--- src/rtl/runner_pkg.sv ---
// Shared types and helpers for the motion/gesture filter.
package runner_pkg;

    typedef enum logic [1:0] {
        IDLE     = 2'd0,
        ARMING   = 2'd1,
        ACTIVE   = 2'd2,
        COOLDOWN = 2'd3
    } chan_state_t;

    localparam int JUMP_CH = 0;
    localparam int DUCK_CH = 1;

    // Bits needed to hold 0..max_val, never less than one.
    function automatic int cnt_width(input int max_val);
        int w;
        w = $clog2(max_val + 1);
        return (w < 1) ? 1 : w;
    endfunction

endpackage

--- src/rtl/motion_filter_chan.sv ---
// One gesture channel: debounce/hysteresis/cooldown FSM for sensor mode,
// plus a 2-flop button synchroniser for manual mode, behind one output register.
module motion_filter_chan #(
    parameter int DATA_W   = 16,
    parameter int DEBOUNCE = 4,
    parameter int COOLDOWN = 1000
) (
    input  logic                     clk,
    input  logic                     rst,
    input  logic                     sample_valid,
    input  logic signed [DATA_W-1:0] sample,
    input  logic signed [DATA_W-1:0] on_th,
    input  logic signed [DATA_W-1:0] off_th,
    input  logic                     btn,
    input  logic                     manual,
    output logic                     level,
    output logic                     pulse
);
    import runner_pkg::*;

    localparam int CNT_W = cnt_width(DEBOUNCE);
    localparam int TMR_W = cnt_width(COOLDOWN);
    localparam logic [CNT_W-1:0] CNT_LAST = CNT_W'(DEBOUNCE - 1);
    localparam logic [TMR_W-1:0] TMR_LOAD = TMR_W'(COOLDOWN);

    chan_state_t state_q, state_d;
    logic [CNT_W-1:0] count_q, count_d;
    logic [TMR_W-1:0] timer_q, timer_d;
    logic sync1_q, sync2_q, manual_q;
    logic level_q, level_d, pulse_q, pulse_d;
    logic signed [DATA_W-1:0] eff_off_s;
    logic at_on_s, below_off_s;

    // Threshold compares; a release level above the trigger level is clamped to it.
    always_comb begin
        eff_off_s   = (off_th < on_th) ? off_th : on_th;
        at_on_s     = (sample >= on_th);
        below_off_s = (sample < eff_off_s);
    end

    // Next-state logic for the gesture FSM, debounce counter and cooldown timer.
    always_comb begin
        state_d = state_q;
        count_d = count_q;
        timer_d = timer_q;
        if (manual) begin
            state_d = IDLE;
            count_d = '0;
            timer_d = '0;
        end else begin
            case (state_q)
                IDLE: begin
                    if (sample_valid && at_on_s) begin
                        if (DEBOUNCE == 1) begin
                            state_d = ACTIVE;
                            count_d = '0;
                        end else begin
                            state_d = ARMING;
                            count_d = CNT_W'(1);
                        end
                    end else begin
                        state_d = IDLE;
                    end
                end
                ARMING: begin
                    if (sample_valid && at_on_s) begin
                        if (count_q == CNT_LAST) begin
                            state_d = ACTIVE;
                            count_d = '0;
                        end else begin
                            count_d = count_q + CNT_W'(1);
                        end
                    end else if (sample_valid) begin
                        state_d = IDLE;
                        count_d = '0;
                    end else begin
                        state_d = ARMING;
                    end
                end
                ACTIVE: begin
                    if (sample_valid && below_off_s) begin
                        if (COOLDOWN == 0) begin
                            state_d = IDLE;
                        end else begin
                            state_d = runner_pkg::COOLDOWN;
                            timer_d = TMR_LOAD;
                        end
                    end else begin
                        state_d = ACTIVE;
                    end
                end
                runner_pkg::COOLDOWN: begin
                    // Runs on every clock; samples are not consulted here.
                    if (timer_q <= TMR_W'(1)) begin
                        state_d = IDLE;
                        timer_d = '0;
                    end else begin
                        timer_d = timer_q - TMR_W'(1);
                    end
                end
                default: begin
                    state_d = IDLE;
                    count_d = '0;
                    timer_d = '0;
                end
            endcase
        end
    end

    // Output source select; manual_q suppresses a pulse on the cycle the source changes.
    always_comb begin
        level_d = 1'b0;
        pulse_d = 1'b0;
        if (manual) begin
            level_d = sync2_q;
            pulse_d = sync2_q & ~level_q & manual_q;
        end else begin
            level_d = (state_d == ACTIVE);
            pulse_d = (state_d == ACTIVE) && (state_q != ACTIVE);
        end
    end

    // State, counters, synchroniser and output registers.
    always_ff @(posedge clk or posedge rst) begin
        if (rst) begin
            state_q  <= IDLE;
            count_q  <= '0;
            timer_q  <= '0;
            sync1_q  <= 1'b0;
            sync2_q  <= 1'b0;
            manual_q <= 1'b0;
            level_q  <= 1'b0;
            pulse_q  <= 1'b0;
        end else begin
            state_q  <= state_d;
            count_q  <= count_d;
            timer_q  <= timer_d;
            sync1_q  <= btn;
            sync2_q  <= sync1_q;
            manual_q <= manual;
            level_q  <= level_d;
            pulse_q  <= pulse_d;
        end
    end

    assign level = level_q;
    assign pulse = pulse_q;

endmodule

--- src/rtl/motion_filter.sv ---
// Gesture filter top: one independent motion_filter_chan per channel.
module motion_filter #(
    parameter int CHANNELS = 2,
    parameter int DATA_W   = 16,
    parameter int DEBOUNCE = 4,
    parameter int COOLDOWN = 1000
) (
    input  logic                               clk,
    input  logic                               rst,
    input  logic                               sample_valid,
    input  logic [CHANNELS-1:0][DATA_W-1:0]    sample,
    input  logic [CHANNELS-1:0][DATA_W-1:0]    on_th,
    input  logic [CHANNELS-1:0][DATA_W-1:0]    off_th,
    input  logic [CHANNELS-1:0]                btn,
    input  logic                               manual,
    output logic [CHANNELS-1:0]                level,
    output logic [CHANNELS-1:0]                pulse
);

    // Each lane is reinterpreted as signed at the channel port.
    for (genvar ch = 0; ch < CHANNELS; ch++) begin : g_chan
        motion_filter_chan #(
            .DATA_W  (DATA_W),
            .DEBOUNCE(DEBOUNCE),
            .COOLDOWN(COOLDOWN)
        ) u_chan (
            .clk         (clk),
            .rst         (rst),
            .sample_valid(sample_valid),
            .sample      (sample[ch]),
            .on_th       (on_th[ch]),
            .off_th      (off_th[ch]),
            .btn         (btn[ch]),
            .manual      (manual),
            .level       (level[ch]),
            .pulse       (pulse[ch])
        );
    end

endmodule

--- config.mk ---
export PLATFORM = sky130hd
export DESIGN_NAME = motion_filter
export DESIGN_NICKNAME = d
export VERILOG_FILES = /design/src/rtl/runner_pkg.sv /design/src/rtl/motion_filter_chan.sv /design/src/rtl/motion_filter.sv
export SDC_FILE = /design/constraint.sdc
export NUM_CORES = 1
export LEC_CHECK = 0
export CORE_ASPECT_RATIO = 0.7
export CORE_MARGIN = 2
export CORE_UTILIZATION = 50
export DETAILED_ROUTE_END_ITERATION = 12
export PLACE_DENSITY_LB_ADDON = 0.1
export SKIP_CTS_REPAIR_TIMING = 1
export SYNTH_ARGS = -nofsm -noshare
export SYNTH_HDL_FRONTEND = slang
export SYNTH_SLANG_ARGS = --single-unit
--- constraint.sdc ---
create_clock -name clk -period 2.5 [get_ports clk]
set_input_delay 0.75 -clock clk [delete_from_list [all_inputs] [get_ports clk]]
set_output_delay 0.75 -clock clk [all_outputs]
set_load 0.01 [all_outputs]
==> results.txt, run 1 <==
----------------------------------------------------
[Clocking]
  Maximum number of buffers from clock root to sink ... 2
  Number of CTS-inserted buffers ... 5
  Buffer type at the clock tree root ... clkbuf_16
  Number of sinks driven by the clock tree ... 39
  Worst-skew pair later-pin latency ... 0.29 ns
  Clock transition at the registers of the reported paths ... 0.06 ns
  Max H-tree Level ... 2
  Clock tree from TritonCTS ... done

[Synthesis]
  Post-synthesis register bit count ... 39
  Fraction of registers with async set/reset ... 100%
  Synth Warn # ... 0
  Post-synthesis sequential area ratio ... 20.6%
  Netlist Area Pre-Place ... 4740 sq um
  Syn Nets ... between 700 and 800
  Number of flops mapped to enable cells by yosys ... 0
  Syn Area/Cell ... 8.13 sq um
  Cell variety after synth ... 65
  Main synth FF type ... dfrtp_1
  Biggest area consumer among synthesized cells ... ha_1
  Largest cells by area after synthesis ... ha_1, dfrtp_1, a21oi_1
  Share of the synthesized area in the top cell type ... 25.9%
  Post-synthesis instance total ... a little under 600

[Power]
  Clock group share of total power ... 20.9%
  Static Leak ... 0.00440 uW
  Maximum vdd ir drop ... ~0.42 mV
  Internal power contribution ... 2070 uW
  Share of total power in combinational logic ... 56.4%
  Post-layout power ... 3420 uW
  Sw power ... 1350 uW
  Fraction of power spent switching nets ... 39.5%
  Sequential cell fraction of total power ... a little under a quarter
  Cell area power density ... 404 nW/um^2

[Placed design]
  Final GP Congestion ... ~0.92
  Quantity of I/O buffers inserted on ports ... 105
  Post-DP HPWL ... 12300 um
  Post-DP Area ... 7240 sq um
  Pre-CTS setup slack ... -2.61 ns

[Critical path]
  Endpoint type of the worst setup path ... flip-flop
  Critical Path AT ... 5.34 ns
  FF-to-FF path depth ... 7
  Data required time of the worst path ... 2.67 ns
  CP Launch Type ... input port
  Critical path start-end classification ... input port to flip-flop
  Cell type with the highest occurrence count on the critical path ... nor2_1
  Cell with the largest stage delay on the worst path ... nor2_1
  Maximum fanout encountered on the critical timing path ... 8
  Slowest cell delay on critical path ... 0.59 ns
  Critical path, cell by cell ... buf_8 -> inv_12 -> ha_4 -> nand4_1 -> buf_4 -> nor2_1 -> a21oi_4 -> o21ai_4 -> buf_12 -> nor2_1 -> a21oi_1 -> ha_1 -> a21o_1 -> a211oi_1 -> o21ai_0 -> a21oi_2 -> nand3_2 -> o221ai_4 -> buf_6 -> a21boi_4 -> a211o_1

[Final layout]
  Area taken by multi-input logic gates ... between 4000 and 5000 sq um
  Most common cell after layout, fill and taps aside ... buf_4
  Share of post-route cells with drive strength above 1 ... between 30% and 40%
  Register area ... approximately 1000 sq um
  Fillers ... about 300
  Area growth syn-to-layout ... 79.0%
  Post-route cell area ... around 8500 sq um
  Total number of nets in the final design ... 1040
  Post-layout utilization of the core ... 92.7%
  Top library cells by usage in the layout, fill and taps aside ... buf_4, dlymetal6s2s_1, ha_1

[STA]
  Top achievable clock speed ... 193 MHz
  Min cycle time layout ... about 5.2 ns
  Setup skew after layout ... 0.00639 ns
  Max-slew violations ... 0
  Final worst slack ... -2.67 ns
  Measured slew at the worst slew-check pin ... 0.761 ns
  Normalized max-slew margin ... 49.1%
  Unrepaired setup endpoints after global routing ... yes
  Setup TNS ... -55.79 ns
  Final Hold Fails ... 0
  Fin crit share ... 207%
  Number of setup violations in the final report ... 33

[Global routing]
  Initial antenna violation count ... 3
  Met3 track utilization from global routing ... 4.37%
  Met1 track demand over resource in global routing ... a little over a third
  Busiest layer in global routing ... met2
  Vias in the first global route ... around 5600
  Met2 Resource Use GR ... between 50% and 60%
  Global router's overall resource usage ... between 20 and 30%
  Maximum number of pins on one net before global-route repair ... 40
  First-pass GRT wire length ... 24800 um
  Congestion Overflow GR ... 0

[Floorplanning]
  DIE AREA ... 10300 sq um
  Number of rows in the core area ... 29
  Area of the placeable core ... 9140 sq um
  Height of the die ... 85.4 um
  Effective utilization at floorplan ... 51.8%
  Number of top-level design ports ... ~110
  Die outline width ... 120 um

[Route]
  Remaining antenna violation count after routing ... 0
  Number of DRC violations after detailed routing ... 0
  Number of search-and-repair iterations in the first detailed-routing pass ... 9
  Starting DRC count in detailed routing ... 689
  Mean routed wirelength per cell ... 24.2 um
  Via-to-Cell Ratio ... 6.71
  Total number of vias ... 6491
  Routed wire length ... 23400 um

[Worst hold path]
  Type of the most critical hold path ... flip-flop to flip-flop
  Hold Path Cell Cnt ... 0

[Run]
  Number of max-cap violations ... 0

[Run status]
  Failing checks ... negative setup slack
  Run status ... complete, but fails checks

----------------------------------------------------
[per-layer routing]
layer,up-vias,share of wire (%)
met2,571,46
met3,260,10
li1,2683,-
met4,0,9.4
met1,2977,34
met5,-,0
[stage by stage]
stage	hold WS, ns	instances
after floorplan	0.331	583
after global placement	0.333	937
after detailed placement	0.340	937
after CTS	0.353	945
after global routing	0.363	965
final	0.354	967
[worst max-delay path, delay by kind of cell]
family | cells | cell delay [ns]
AO/OA/AOI/OAI | 10 | 2.33
AND/OR/NAND/NOR | 4 | 1.00
buffers and inverters | 5 | 0.67
adder cells (fa/ha/maj) | 2 | 0.56
[registers in the layout (all words and copies together), names as in the netlist]
name and flops:
g_chan.u_chan.pulse 2, g_chan.u_chan.count_q 6, g_chan.u_chan.sync2_q 2, g_chan.u_chan.manual_q 1, g_chan.u_chan.level 2, g_chan.u_chan.sync1_q 2
g_chan.u_chan.state_q 4, g_chan.u_chan.timer_q 20
[final timing paths]
check | start | end | slack [ns]
min | g_chan[1].u_chan.sync1_q$_DFF_PP0_ | g_chan[1].u_chan.sync2_q$_DFF_PP0_ | 0.35
min reg2reg | g_chan[1].u_chan.sync1_q$_DFF_PP0_ | g_chan[1].u_chan.sync2_q$_DFF_PP0_ | 0.35
max | on_th[15] | g_chan[0].u_chan.timer_q[4]$_DFFE_PP0P_ | -2.67
max in group asynchronous | rst | g_chan[0].u_chan.sync1_q$_DFF_PP0_ | 1.21
min in group asynchronous | rst | g_chan[0].u_chan.count_q[0]$_DFFE_PP0P_ | 0.92
max reg2reg | g_chan[0].u_chan.timer_q[6]$_DFFE_PP0P_ | g_chan[0].u_chan.timer_q[4]$_DFFE_PP0P_ | 0.06
[cell families after synthesis]
logic type | share of synthesized area, %
simple gates | 19.4
compound gates | 23.2
fa+ha+maj | 25.9
buf+inv | 6.50
flops | 20.6
mux | 4.22
xor+xnor | 0.185
[power groups by stage]
stage | clock (uW) | sequential, uW | combinational [uW]
CTS | 684 | 765 | 1430
global route | 743 | 784 | 2050
floorplan | 0 | 756 | 777
detailed placement | 0 | 776 | 1410
global placement | 0 | 772 | 1340
finish | 716 | 777 | 1930
[cells in the mapped netlist, drive strengths merged (5+ instances only)]
cell type and count:
clkbuf 9, inv 58, nand2b 9, o21a 5
o21ai 31, nor3 23, buf 8, mux2i 20
nor2 56, nand3 9, a21o 14, nand2 38
nor2b 5, a21oi 51, or3 5, dfrtp 39
nand4 17, a211oi 16, ha 98
[layout make-up]
cell class	instances	share of cell area, %
clock inverter	1	0.0885
sequential	39	11.5
tap	124	1.83
antenna	2	0.0590
multi-input combinational	471	51.7
inverter	58	3.25
timing repair buffer	265	29.8
clock buffer	7	1.80
Power figures use the tool's default switching activity.
==> inputs of run 2 (changes only) <==
- HOLD_SLACK_MARGIN: default -> 0.1
==> results of run 2 <==
Final layout, timing and power as in run 1 (identical DEF).
